$ cat src/rtl/lane_ser_pkg.sv
// Shared types and lane-search helper for lane_serializer_4.
// Optional LANE_SER_MASK_EN build uses next_set_lane to skip masked lanes.
package lane_ser_pkg;

    typedef enum logic {IDLE, SHIFT} state_t;

    localparam logic [1:0] SEL_LAST = 2'd3;

    // Smallest set lane strictly above cur; returns cur when none remains.
    function automatic logic [1:0] next_set_lane(input logic [3:0] mask, input logic [1:0] cur);
        logic [1:0] r;
        r = cur;
        for (int i = 3; i >= 0; i--) begin
            if (i > int'(cur) && mask[i]) r = 2'(i);
        end
        return r;
    endfunction

endpackage

$ cat src/rtl/lane_serializer_4.sv
// Purpose: hold a 4-lane word on the external mux_4 and step its select, streaming lanes as beats.
// Latency: first beat valid the cycle after the input handshake; 4 beats per word, no bubble between words.
// Backpressure: out_ready low freezes select and lanes; in_ready only opens in IDLE or on an accepted last beat.
// Optional: LANE_SER_MASK_EN adds in_mask to skip lanes whose mask bit is clear.
module lane_serializer_4 #(
    parameter int WIDTH = 4
) (
    input  logic             clk,
    input  logic             rst,
    input  logic             in_valid,
    output logic             in_ready,
    input  logic [WIDTH-1:0] in_a,
    input  logic [WIDTH-1:0] in_b,
    input  logic [WIDTH-1:0] in_c,
    input  logic [WIDTH-1:0] in_d,
`ifdef LANE_SER_MASK_EN
    input  logic [3:0]       in_mask,
`endif
    output logic [WIDTH-1:0] mux_a,
    output logic [WIDTH-1:0] mux_b,
    output logic [WIDTH-1:0] mux_c,
    output logic [WIDTH-1:0] mux_d,
    output logic [1:0]       mux_sel,
    input  logic [WIDTH-1:0] mux_out,
    output logic             out_valid,
    input  logic             out_ready,
    output logic [WIDTH-1:0] out_data,
    output logic             out_last
);
    import lane_ser_pkg::*;

    state_t     state;
    logic       at_last;
    logic       load;
    logic [1:0] load_sel;
    logic       load_last;
    logic       load_empty;
    logic [1:0] step_sel;
    logic       step_last;

`ifdef LANE_SER_MASK_EN
    logic [3:0] mask_q;

    always_comb begin
        load_empty = (in_mask == 4'b0000);
        load_sel   = in_mask[0] ? 2'd0 : next_set_lane(in_mask, 2'd0);
        load_last  = !load_empty && (next_set_lane(in_mask, load_sel) == load_sel);
        step_sel   = next_set_lane(mask_q, mux_sel);
        step_last  = (next_set_lane(mask_q, step_sel) == step_sel);
    end

    assign at_last = out_last;
`else
    always_comb begin
        load_empty = 1'b0;
        load_sel   = 2'd0;
        load_last  = 1'b0;
        step_sel   = mux_sel + 2'd1;
        step_last  = (step_sel == SEL_LAST);
    end

    assign at_last = (mux_sel == SEL_LAST);
`endif

    assign in_ready = (state == IDLE) || (state == SHIFT && at_last && out_ready);
    assign load     = in_valid && in_ready;
    assign out_data = mux_out;

    always_ff @(posedge clk or posedge rst) begin
        if (rst) begin
            state     <= IDLE;
            mux_sel   <= 2'd0;
            mux_a     <= '0;
            mux_b     <= '0;
            mux_c     <= '0;
            mux_d     <= '0;
            out_valid <= 1'b0;
            out_last  <= 1'b0;
`ifdef LANE_SER_MASK_EN
            mask_q    <= 4'b0000;
`endif
        end else if (load) begin
            // Covers both the IDLE accept and the no-bubble reload on the last beat.
            mux_a     <= in_a;
            mux_b     <= in_b;
            mux_c     <= in_c;
            mux_d     <= in_d;
`ifdef LANE_SER_MASK_EN
            mask_q    <= in_mask;
`endif
            mux_sel   <= load_sel;
            out_last  <= load_last;
            state     <= load_empty ? IDLE : SHIFT;
            out_valid <= !load_empty;
        end else if (state == SHIFT && out_ready) begin
            if (!at_last) begin
                mux_sel  <= step_sel;
                out_last <= step_last;
            end else begin
                state     <= IDLE;
                mux_sel   <= 2'd0;
                out_valid <= 1'b0;
                out_last  <= 1'b0;
            end
        end
    end

endmodule

$ cat config.mk
export PLATFORM = sky130hd
export DESIGN_NAME = lane_serializer_4
export DESIGN_NICKNAME = d
export VERILOG_FILES = /design/src/rtl/lane_ser_pkg.sv /design/src/rtl/lane_serializer_4.sv
export SDC_FILE = /design/constraint.sdc
export NUM_CORES = 1
export LEC_CHECK = 0
export ABC_AREA = 0
export ABC_CLOCK_PERIOD_IN_PS = 2780
export CAP_MARGIN = 20
export CORE_ASPECT_RATIO = 0.5
export CORE_MARGIN = 3
export CORE_UTILIZATION = 30
export CTS_BUF_LIST = sky130_fd_sc_hd__clkbuf_16
export DETAILED_ROUTE_END_ITERATION = 8
export GPL_ROUTABILITY_DRIVEN = 0
export GPL_TIMING_DRIVEN = 0
export SLEW_MARGIN = 0
export SYNTH_ARGS = -nofsm -noshare
export SYNTH_HDL_FRONTEND = slang
export SYNTH_SLANG_ARGS = --single-unit
$ cat constraint.sdc
create_clock -name clk -period 2.78 [get_ports clk]
set_clock_uncertainty 0.05 [all_clocks]
set_input_delay 0.278 -clock clk [delete_from_list [all_inputs] [get_ports clk]]
set_output_delay 0.278 -clock clk [all_outputs]
set_load 0.05 [all_outputs]
==> impl_results.md <==
- Outcome: complete, no violations
- Clk root buf: clkbuf_16
- Chip width: 89.7 um
- Synth top area cells: dfrtp_1 48%, o32ai_2 15%, inv_1 7.2%
- MaxCap Viol Count: 0
- Initial DRC Count: 14
- DR WL met2: 1.22 mm
- Post-route cell area: 1630 um^2
- Final Cycle Share: 0.920
- Initial antenna violation count: 0
- Pleak: 0.744 nW
- Synth Net Count: 122
- Register area share after synthesis: 0.477
- Slew @ Worst Pin: 0.773 ns
- CP Cell Sequence: ha_1 -> a21boi_4 -> buf_6 -> inv_1 -> clkdlybuf4s50_1
- Share of layout cells above drive strength 1: 0.189
- CP Capture Type: output port
- Most common cell after layout, fill and taps aside: clkdlybuf4s50_1
- Worst path bufs/invs: 3
- Num CTS Buffers: 3
- Antenna cells: 0
- Crit path max-delay family: buffers and inverters
- Max Buffers Root-to-Sink: 2
- Critical path required time: 2.45 ns
- Nets: 171
- # clock sinks: 20
- Pwr/cell area: 1240 nW/um^2
- Met3 wire length: 88 um
- Fin Setup TNS: 0 ns
- Critical Path Fanout Max: 10
- Die area: 4290 um^2
- Syn Std Cell Area: 1050 um^2
- Setup WS pre-CTS: 0.289 ns
- Global-route usage over all layers: 0.118
- Crit path launch: mux_sel[0]$_DFFE_PP0P_
- Antenna Nets Post-Route: 0
- Synthesis-to-layout area growth: 55.5%
- Setup-failing EPs final: 0
- Synthesized area per cell: 10.9 um^2
- Core Footprint: 3170 um^2
- WP data arrival: 2.23 ns
- FF+latch count, synth: 20
- Max Clock Freq: 0.391 GHz
- First-pass GRT wire length: 3.86 mm
- # hold bufs at CTS: 0
- Cells after Synth: 96
- Routed WL: 2.35 mm
- H-tree levels: 1
- Starting Density: 0.331
- Slowest stage delay, CP: 0.69 ns
- CTS clk-pin slew, worst paths: 0.05 ns
- Peak VDD IR: 0.453 mV
- DR vias/cell: 4.48
- Die height: 47.8 um
- Max-slew violation count: 0
- CP max stage cell: clkdlybuf4s50_1
- Type of the most critical hold path: in -> async
- Pin count of the biggest net entering global routing: 21
- Max layer used: met4
- Total number of vias: 856
- Port Buf Inserts: 44
- Synthesis Warnings: 0
- Most frequent cells in the layout: 44 x clkdlybuf4s50_1, 20 x inv_1, 20 x dfrtp_1
- Drt pass-1 iters: 3
- Global route overflow: 0
- Post-place instance area: 1550 um^2
- # rows: 14
- Vias in the first global route: 891
- Cell variety after synth: 18
- Metal-1 WL: 1.02 mm
- WS Path Type: reg -> out
- CTS tree: done
- Avg WL per Cell: 12.3 um
- Dominant cell type by area after synthesis: dfrtp_1
- Fin crit period: 2.56 ns
- CP Launch Type: flip-flop
- Unrepaired setup endpoints after global routing: no
- Final setup margin: 0.223 ns
- IO Pins: 49
- Final hold vios: 0
- Clock Latency Late Sink: 0.25 ns
- DRC errors left: 0
- Synth top area share: 0.477
- Tot Pwr: 2.03 mW
- Hold WS: 0.424 ns
- Worst R2R Start: mux_sel[0]$_DFFE_PP0P_
- Worst slew margin: 0.484
cells in the mapped netlist, drive strengths merged:
library cell	number
nand2	17
buf	11
ha	2
o32ai	16
a32o	2
and2	1
a22o	1
dfrtp	20
nor2b	1
or2	1
and3	1
mux2i	1
a21boi	1
nor2	1
inv	20
power breakdown:
group	total, mW	internal, mW	switching [mW]
Clock	0.287	0.189	0.0979
Combinational	1.23	0.480	0.751
Sequential	0.510	0.430	0.0796
Total	2.03	1.10	0.929
worst register-to-register path: stages (launching register included):
cell,delay [ns]
dfrtp_1,0.42
ha_1,0.28
and3_1,0.22
buf_6,0.13
buf_6,0.15
o32ai_2,0.20
registers in the layout, summed over array words and instances, names as in the netlist:
register,count
out_valid,1
mux_c,4
out_last,1
mux_d,4
mux_b,4
mux_sel,2
mux_a,4
cells by family after synthesis:
logic type | count (synthesis) | synth area share
adder cells (fa/ha/maj) | 2 | 0.0238
flip-flops | 20 | 0.477
buffers and inverters | 31 | 0.157
AO/OA/AOI/OAI | 20 | 0.243
multiplexers | 1 | 0.00954
AND/OR/NAND/NOR | 22 | 0.0894
routing by layer:
layer	GRT usage	up-vias
met2	0.221	21
met5	0	-
met4	0.0267	0
met1	0.140	418
met3	0.0309	2
li1	-	415
final timing paths:
| path | slack [ns] | cells past startpoint | endpoint |
|---|---|---|---|
| worst min-delay path | 0.42 | 2 | mux_d[2]$_DFFE_PP0N_ |
| max in group asynchronous | 1.77 | 2 | mux_b[2]$_DFFE_PP0N_ |
| worst min register to register | 0.45 | 1 | out_last$_DFFE_PP0P_ |
| min in group clk | 0.45 | 1 | out_last$_DFFE_PP0P_ |
| worst max-delay path | 0.22 | 5 | in_ready |
| worst max register to register | 1.25 | 5 | mux_c[3]$_DFFE_PP0N_ |
timing repair:
item,4_1_cts,5_1_grt
gates resized for setup,0,1
setup buffers,0,0
setup endpoints to repair,0,1
per-stage QoR:
stage,std cells,util
4_1_cts,191,0.513
6_report,191,0.515
2_1_floorplan,96,-
5_1_grt,191,0.515
3_3_place_gp,188,0.489
3_5_place_dp,188,0.489
final cells by class:
| type | instances | area, um^2 |
|---|---|---|
| multi-input cells | 45 | 392 |
| well taps | 48 | 60.1 |
| repair buffers | 44 | 440 |
| fillers | 316 | 1540 |
| clock buffers | 3 | 75.1 |
| flip-flops and latches | 20 | 500 |
| plain buffers | 11 | 90.1 |
| inverters | 20 | 75.1 |
No activity file was read; power rests on OpenSTA's default activity.
